--- src/rtl/dmem_pkg.sv ---
// Shared definitions for the processor data memory.
//   DATA_W      : word width (16)
//   ADDR_W      : address width (8)
//   DEPTH       : number of words (256)
//   dmem_addr_t : one word address
//   dmem_word_t : one data word
package dmem_pkg;
  localparam int DATA_W = 16;
  localparam int ADDR_W = 8;
  localparam int DEPTH  = 2 ** ADDR_W;

  typedef logic [ADDR_W-1:0] dmem_addr_t;
  typedef logic [DATA_W-1:0] dmem_word_t;
endpackage

--- src/rtl/altera_dmem.sv ---
// altera_dmem: single-port synchronous data memory, 256 x 16.
// One shared address serves both read and write. Read data is registered,
// so it has one cycle of latency. A write is also visible on q in the
// same cycle (write-through).
//
// Ports:
//   Clk     : clock, rising edge
//   Reset   : synchronous active-high; clears q and blocks writes,
//             never clears the array
//   address : word address for read and write
//   data    : write data
//   wren    : write enable, active high
//   q       : registered read data
module altera_dmem
  import dmem_pkg::*;
#(
  parameter int    DATA_W    = dmem_pkg::DATA_W,
  parameter int    ADDR_W    = dmem_pkg::ADDR_W,
  parameter string INIT_FILE = ""
) (
  input  logic              Clk,
  input  logic              Reset,
  input  logic [ADDR_W-1:0] address,
  input  logic [DATA_W-1:0] data,
  input  logic              wren,
  output logic [DATA_W-1:0] q
);

  localparam int MEM_DEPTH = 2 ** ADDR_W;

  logic [DATA_W-1:0] mem [MEM_DEPTH];

  // Power-up contents: all zeros. FPGA block RAMs honour this as their
  // configuration-time contents.
  initial begin
    for (int i = 0; i < MEM_DEPTH; i++) begin
      mem[i] = '0;
    end
  end

  // Array write port; held off while Reset is high so reset never
  // disturbs the stored contents.
  always_ff @(posedge Clk) begin
    if (!Reset && wren) begin
      mem[address] <= data;
    end
  end

  // Output register. On a write the new word is forwarded, giving
  // write-through behaviour rather than old-data read-during-write.
  always_ff @(posedge Clk) begin
    if (Reset) begin
      q <= '0;
    end else if (wren) begin
      q <= data;
    end else begin
      q <= mem[address];
    end
  end

endmodule

--- config.mk ---
export PLATFORM = sky130hd
export DESIGN_NAME = altera_dmem
export DESIGN_NICKNAME = d
export VERILOG_FILES = /design/src/rtl/dmem_pkg.sv /design/src/rtl/altera_dmem.sv
export SDC_FILE = /design/constraint.sdc
export NUM_CORES = 2
export LEC_CHECK = 0
export BUFFER_PORTS_ARGS = -buffer_cell sky130_fd_sc_hd__clkbuf_2
export CAP_MARGIN = 40
export CORE_ASPECT_RATIO = 1.25
export CORE_MARGIN = 5
export CORE_UTILIZATION = 52
export DETAILED_ROUTE_END_ITERATION = 10
export PLACE_DENSITY = 0.73
export SYNTH_ARGS = -nofsm -noshare
export SYNTH_HDL_FRONTEND = slang
export SYNTH_SLANG_ARGS = --single-unit
--- constraint.sdc ---
create_clock -name Clk -period 5.05 [get_ports Clk]
set_clock_uncertainty 0.2 [all_clocks]
set_input_delay 0.2525 -clock Clk [delete_from_list [all_inputs] [get_ports Clk]]
set_output_delay 0.2525 -clock Clk [all_outputs]
set_load 0.005 [all_outputs]
Word-level counts from Yosys, hierarchy flattened
Memories as Yosys holds them, arrays and structs flattened. A register that Yosys moved wholly into a read port is not among the register bits.
Index checks and enable logic that the tools add are counted.
Widths: inputs -> output; s select.

word-level totals
  register bits = 0
  bits in writable memories = 4,096
  output and inout bits = 16
  memories = 1

memories
  name  words  bits a word  read ports  clocked after memory_dff  wr ports  line               source
  mem   256    16           1           1                         1         altera_dmem.sv:31  logic [DATA_W-1:0] mem [MEM_DEPTH];

operators by class
  muxes and demuxes = 2
  reductions and logical operators = 2

operators with widths
  operator           count
  $mux 1             2
  $logic_and 1x1->1  1
  $logic_not 1->1    1

Logic depth before layout (Yosys ltp)
  depth after elaboration = 4
  depth in mapped cells = 13
  gate-level depth less buffers = 7

Worst setup path before layout
OpenSTA, ideal clock, no wires.

  kind = input -> register
  start = input port address[1]
  end = memory mem[144][0] (enable)
  arrival = 3,106 ps
  data required time = 4,441 ps
  slack = 1,335 ps
  cell stages on the path = 10
  cell sequence = buf_6 -> buf_6 -> buf_4 -> buf_4 -> buf_2 -> buf_4 -> buf_2 -> or2_2 -> clkbuf_1 -> nor3_1

RTL lines
  what                line               source
  start: declaration  altera_dmem.sv:23  input logic [ADDR_W-1:0] address,
  end: declaration    altera_dmem.sv:31

Straight into the memory's write port.

==> impl_results.html <==
<table>
<tr><th>Metric</th><th>Value</th></tr>
<tr><th colspan="2">Critical path</th></tr>
<tr><td>Maximum net fanout on the critical path</td><td>15</td></tr>
<tr><td>Startpoint class of the critical path</td><td>primary input</td></tr>
<tr><td>Cell type of the slowest stage on the worst timing path</td><td>sky130_fd_sc_hd__dlygate4sd3_1</td></tr>
<tr><td>Delay of the slowest cell on the worst path</td><td>roughly 0.70 ns</td></tr>
<tr><td>Cell mode on critical path</td><td>sky130_fd_sc_hd__dlygate4sd3_1</td></tr>
<tr><td>Crit Path Category</td><td>in2reg</td></tr>
<tr><td>Data arrival at the endpoint of the critical path</td><td>between 4 and 5 ns</td></tr>
<tr><td>FF-to-FF End</td><td>q[7]</td></tr>
<tr><td>Crit path required time</td><td>5.72 ns</td></tr>
<tr><td>Worst r2r path cells</td><td>9</td></tr>
<tr><td>Flop-to-flop setup slack</td><td>about 1.1 ns</td></tr>
<tr><td>CP endpoint kind</td><td>flop</td></tr>
<tr><td>Worst path cell trace</td><td>dlygate4sd3_1 &gt; clkbuf_2 &gt; inv_1 &gt; nor2_1 &gt; nand2_1 &gt; a31o_2 &gt; a311o_1 &gt; dlygate4sd3_1 &gt; o41ai_1 &gt; dlygate4sd3_1</td></tr>
<tr><td>RR Startpoint</td><td>mem[79][7]</td></tr>
<tr><th colspan="2">Logic synthesis</th></tr>
<tr><td>Post-synth design cell area</td><td>158200 sq um</td></tr>
<tr><td>Number of synthesized flops with an enable pin</td><td>a little over 4000</td></tr>
<tr><td>Register bit count reported by yosys</td><td>between 4000 and 5000</td></tr>
<tr><td>Sequential element share of the synthesized area</td><td>0.7795</td></tr>
<tr><td>Asr flop ratio synth</td><td>0</td></tr>
<tr><td>Gate count of the mapped netlist</td><td>~7000</td></tr>
<tr><td>Post-synthesis compound-gate area fraction</td><td>0.02474</td></tr>
<tr><td>YS warnings</td><td>0</td></tr>
<tr><td>Main combinational cell family by area after synthesis</td><td>multiplexers</td></tr>
<tr><td>Synth unique cells</td><td>62</td></tr>
<tr><td>Total nets after synthesis</td><td>just over 7000</td></tr>
<tr><td>Area share of fa/ha/maj cells after synthesis</td><td>0</td></tr>
<tr><td>Dominant synthesized flop cell</td><td>sky130_fd_sc_hd__edfxtp_1</td></tr>
<tr><td>Mux cell area share after synthesis</td><td>0.1628</td></tr>
<tr><td>Simple-gate area share of the yosys netlist</td><td>0.01735</td></tr>
<tr><td>Post-synthesis xor/xnor area fraction</td><td>0</td></tr>
<tr><td>Per-instance average area after synthesis</td><td>22.26 sq um</td></tr>
<tr><th colspan="2">Clock network</th></tr>
<tr><td>Root Driver</td><td>sky130_fd_sc_hd__clkbuf_16</td></tr>
<tr><td>Number of buffers on the longest clock path</td><td>4</td></tr>
<tr><td>TritonCTS buffer count</td><td>375</td></tr>
<tr><td>Number of clock sinks</td><td>roughly 4100</td></tr>
<tr><td>Source-to-sink clock delay at the later pin of the worst-skew pair</td><td>about 0.94 ns</td></tr>
<tr><td>Clock transition at the registers of the reported paths</td><td>approximately 0.070 ns</td></tr>
<tr><td>H-tree level count</td><td>5</td></tr>
<tr><td>TritonCTS clock tree</td><td>done</td></tr>
<tr><th colspan="2">STA</th></tr>
<tr><td>Count of final max-slew check failures</td><td>0</td></tr>
<tr><td>Final critical-path share of the clock period</td><td>0.8507</td></tr>
<tr><td>Total of endpoints with negative setup slack in the final report</td><td>0</td></tr>
<tr><td>Final number of hold-violating endpoints</td><td>0</td></tr>
<tr><td>Worst hold margin</td><td>0.09274 ns</td></tr>
<tr><td>Normalized max-slew margin</td><td>0.1483</td></tr>
<tr><td>RSZ-0062 raised after global routing</td><td>false</td></tr>
<tr><td>Final period demand of the worst path</td><td>between 4 and 5 ns</td></tr>
<tr><td>Max Fclk</td><td>between 200 and 250 MHz</td></tr>
<tr><td>Slew of the pin with the lowest slew margin</td><td>between 1 and 1.5 ns</td></tr>
<tr><td>Post-layout worst setup margin</td><td>approximately 0.75 ns</td></tr>
<tr><th colspan="2">Die</th></tr>
<tr><td>Top-Level Pins</td><td>43</td></tr>
<tr><td>Core Area</td><td>between 300000 and 400000 sq um</td></tr>
<tr><td>Chip height</td><td>around 630 um</td></tr>
<tr><td>Starting utilization of the core area</td><td>0.5219</td></tr>
<tr><td>Die span in x</td><td>roughly 500 um</td></tr>
<tr><td>Std-Cell Rows</td><td>around 230</td></tr>
<tr><td>Die ar.</td><td>approximately 320000 sq um</td></tr>
<tr><th colspan="2">Pwr</th></tr>
<tr><td>Cell-internal power</td><td>roughly 56000 uW</td></tr>
<tr><td>Switching share of power</td><td>0.2090</td></tr>
<tr><td>Share of power burned in combinational logic</td><td>0.049</td></tr>
<tr><td>Net load switching power</td><td>roughly 15000 uW</td></tr>
<tr><td>Lkg Pwr</td><td>between 0.05 and 0.06 uW</td></tr>
<tr><td>Clock power share</td><td>0.418</td></tr>
<tr><td>Areal power density over the cells</td><td>approximately 390 nW/um^2</td></tr>
<tr><td>Worst ir drop on vdd</td><td>between 0.0003 and 0.0004 V</td></tr>
<tr><td>Overall power after layout</td><td>roughly 71000 uW</td></tr>
<tr><td>Power share of the sequential group</td><td>0.533</td></tr>
<tr><th colspan="2">Drt</th></tr>
<tr><td>Via-to-Cell Ratio</td><td>around 6.6</td></tr>
<tr><td>Drt first pass iters</td><td>6</td></tr>
<tr><td>Number of remaining DRC errors</td><td>0</td></tr>
<tr><td>Drt total wl</td><td>about 420000 um</td></tr>
<tr><td>Number of vias after detailed routing</td><td>about 80000</td></tr>
<tr><td>Count of antenna-violating nets left after detailed routing</td><td>0</td></tr>
<tr><td>Drt wl/cell</td><td>around 35 um</td></tr>
<tr><td>DR iter-0 viols</td><td>~12000</td></tr>
<tr><th colspan="2">Global routing</th></tr>
<tr><td>Antenna violations before repair</td><td>24</td></tr>
<tr><td>Largest net degree at the start of global routing</td><td>~180</td></tr>
<tr><td>Aggregate global-route resource usage</td><td>0.2670</td></tr>
<tr><td>Leftover overflow at the end of global routing</td><td>0</td></tr>
<tr><td>Vias in the first global route</td><td>79882</td></tr>
<tr><td>Wire length of the first global-routing pass</td><td>598600 um</td></tr>
<tr><th colspan="2">Hold path</th></tr>
<tr><td>Worst min path class</td><td>in2reg</td></tr>
<tr><td>Hold path endpoint</td><td>q[14]</td></tr>
<tr><td>Hold path depth</td><td>5</td></tr>
<tr><td>Source of the worst hold timing path</td><td>address[4]</td></tr>
<tr><th colspan="2">Placement</th></tr>
<tr><td>Minimum setup slack after placement</td><td>0.7780 ns</td></tr>
<tr><td>Placed wire-length estimate after detailed placement</td><td>roughly 250000 um</td></tr>
<tr><td>Port-buffer cells</td><td>42</td></tr>
<tr><td>Gp weighted congestion</td><td>around 0.9</td></tr>
<tr><th colspan="2">Finish</th></tr>
<tr><td>Area grow syn2layout</td><td>13.39%</td></tr>
<tr><td>Nets@finish</td><td>about 7700</td></tr>
<tr><td>Ratio of cells with drive above 1 in the final layout</td><td>0.2883</td></tr>
<tr><th colspan="2">Run status</th></tr>
<tr><td>Outcome</td><td>finished, final reports clean</td></tr>
<tr><th colspan="2">Flow run</th></tr>
<tr><td>Total of max-cap violations</td><td>0</td></tr>
</table>
[cell usage in the layout, fill, tap and decap left out, drive strengths merged, types with 53 or more instances in the layout]
cell	count
clkinv	151
mux2	59
nand2	192
bufinv	60
edfxtp	4096
o21ai	114
o22ai	116
nand3	68
a21oi	64
mux4	971
nor2	257
clkbuf	466
nor3	53
buf	576
mux2i	322
[routing by layer]
layer | vias up | GRT usage | share of wire
met4 | 4 | 0.1371 | 0.063
met1 | 41746 | 0.3525 | 0.34
li1 | 31242 | - | -
met3 | 1054 | 0.05550 | 0.11
met2 | 5522 | 0.4255 | 0.49
met5 | - | 0 | 0.000064
[worst max-delay path by stage]
stage | start | cells past startpoint | endpoint | slack (ns)
after floorplan | address[1] | 10 | mem[144][0] | 1.33
after global placement | address[0] | 9 | q[12] | -0.94
after detailed placement | address[0] | 13 | q[8] | 0.78
after CTS | address[6] | 10 | q[7] | 1.01
after global routing | address[6] | 10 | q[7] | 0.89
final | address[6] | 10 | q[7] | 0.75
[layout make-up]
class | instances | area (sq um)
clock buffer | 444 | 9854
timing repair buffer | 623 | 5478
fill | 20572 | 123700
clock inverter | 239 | 2856
antenna | 14 | 35.03
inverter | 7 | 31.28
tap | 3990 | 4992
multi-input combinational | 2567 | 32830
sequential | 4112 | 123300
[Yosys cell counts, types with 5 or more instances]
cell	instances	area share
sky130_fd_sc_hd__edfxtp_1	4096	0.78
sky130_fd_sc_hd__mux4_2	971	0.14
sky130_fd_sc_hd__mux2i_1	322	0.020
sky130_fd_sc_hd__nor2_1	257	0.0061
sky130_fd_sc_hd__nand2_1	192	0.0046
sky130_fd_sc_hd__clkbuf_1	142	0.0034
sky130_fd_sc_hd__buf_2	120	0.0038
sky130_fd_sc_hd__o22ai_1	116	0.0046
sky130_fd_sc_hd__o21ai_0	114	0.0036
sky130_fd_sc_hd__buf_4	92	0.0044
sky130_fd_sc_hd__nand3_1	68	0.0022
sky130_fd_sc_hd__a21oi_1	64	0.0020
sky130_fd_sc_hd__mux2_2	59	0.0042
sky130_fd_sc_hd__nor3_1	53	0.0017
sky130_fd_sc_hd__buf_6	42	0.0030
sky130_fd_sc_hd__a22oi_1	40	0.0019
sky130_fd_sc_hd__a31oi_1	38	0.0015
sky130_fd_sc_hd__o221ai_1	22	0.0012
sky130_fd_sc_hd__a211oi_1	21	0.0010
sky130_fd_sc_hd__o211ai_1	21	0.0010
sky130_fd_sc_hd__nor2b_1	20	0.00079
sky130_fd_sc_hd__buf_1	19	0.00045
sky130_fd_sc_hd__a2111oi_0	17	0.00094
sky130_fd_sc_hd__dfxtp_1	16	0.0020
sky130_fd_sc_hd__a221oi_1	14	0.00078
sky130_fd_sc_hd__a32oi_1	14	0.00078
sky130_fd_sc_hd__and3_1	13	0.00051
sky130_fd_sc_hd__a311oi_1	12	0.00066
sky130_fd_sc_hd__o21a_1	9	0.00043
sky130_fd_sc_hd__o22a_1	9	0.00050
sky130_fd_sc_hd__a311o_1	8	0.00051
sky130_fd_sc_hd__o41ai_1	8	0.00044
sky130_fd_sc_hd__a31o_2	7	0.00039
sky130_fd_sc_hd__a41oi_1	7	0.00039
sky130_fd_sc_hd__o2111ai_1	7	0.00039
sky130_fd_sc_hd__nand2b_1	6	0.00024
sky130_fd_sc_hd__nor4_1	6	0.00024
sky130_fd_sc_hd__o32ai_1	6	0.00033
sky130_fd_sc_hd__a21o_1	5	0.00024
sky130_fd_sc_hd__buf_8	5	0.00047
sky130_fd_sc_hd__nand3b_1	5	0.00024
[logic make-up (layout without fill, tap and decap cells)]
logic type,Yosys count,after routing
AOI/OAI and AO/OA,577,577
buffers and inverters,427,1313
DFF,4112,4112
muxes,1352,1352
other,0,14
and+or+nand+nor,638,638
[worst max-delay path: cells and delay by family]
kind,cells,cell delay (ns)
AOI/OAI and AO/OA,3,0.88
and+or+nand+nor,2,1.01
buffers and inverters,5,2.78
[power groups by stage]
stage               sequential, uW  combinational [uW]  clock [uW]
floorplan                    38300                1770           0
global placement             38300                3330           0
detailed placement           38300                3420           0
CTS                          37600                3460       29700
global route                 37600                3610       31200
finish                       37600                3480       29500
[sequential cells by signal, summed over array words and instances, names as in the netlist]
name and flops:
q 16, mem 4096
[per-stage QoR]
step	util	instance area (sq um)	cells	setup TNS [ns]
2_1_floorplan	-	158200	7106	0
3_3_place_gp	0.5476	166000	11239	-1.420
3_5_place_dp	0.5489	166400	11272	0
4_1_cts	0.5916	179300	11979	0
5_1_grt	0.5917	179400	11986	0
6_report	0.5918	179400	11996	0
[timing repair]
action,4_1_cts,5_1_grt
resized for setup,0,0
setup buffers,0,0
hold endpoints to repair,1931,0
hold buffers,24,0
(Power assumes the default switching activity.)
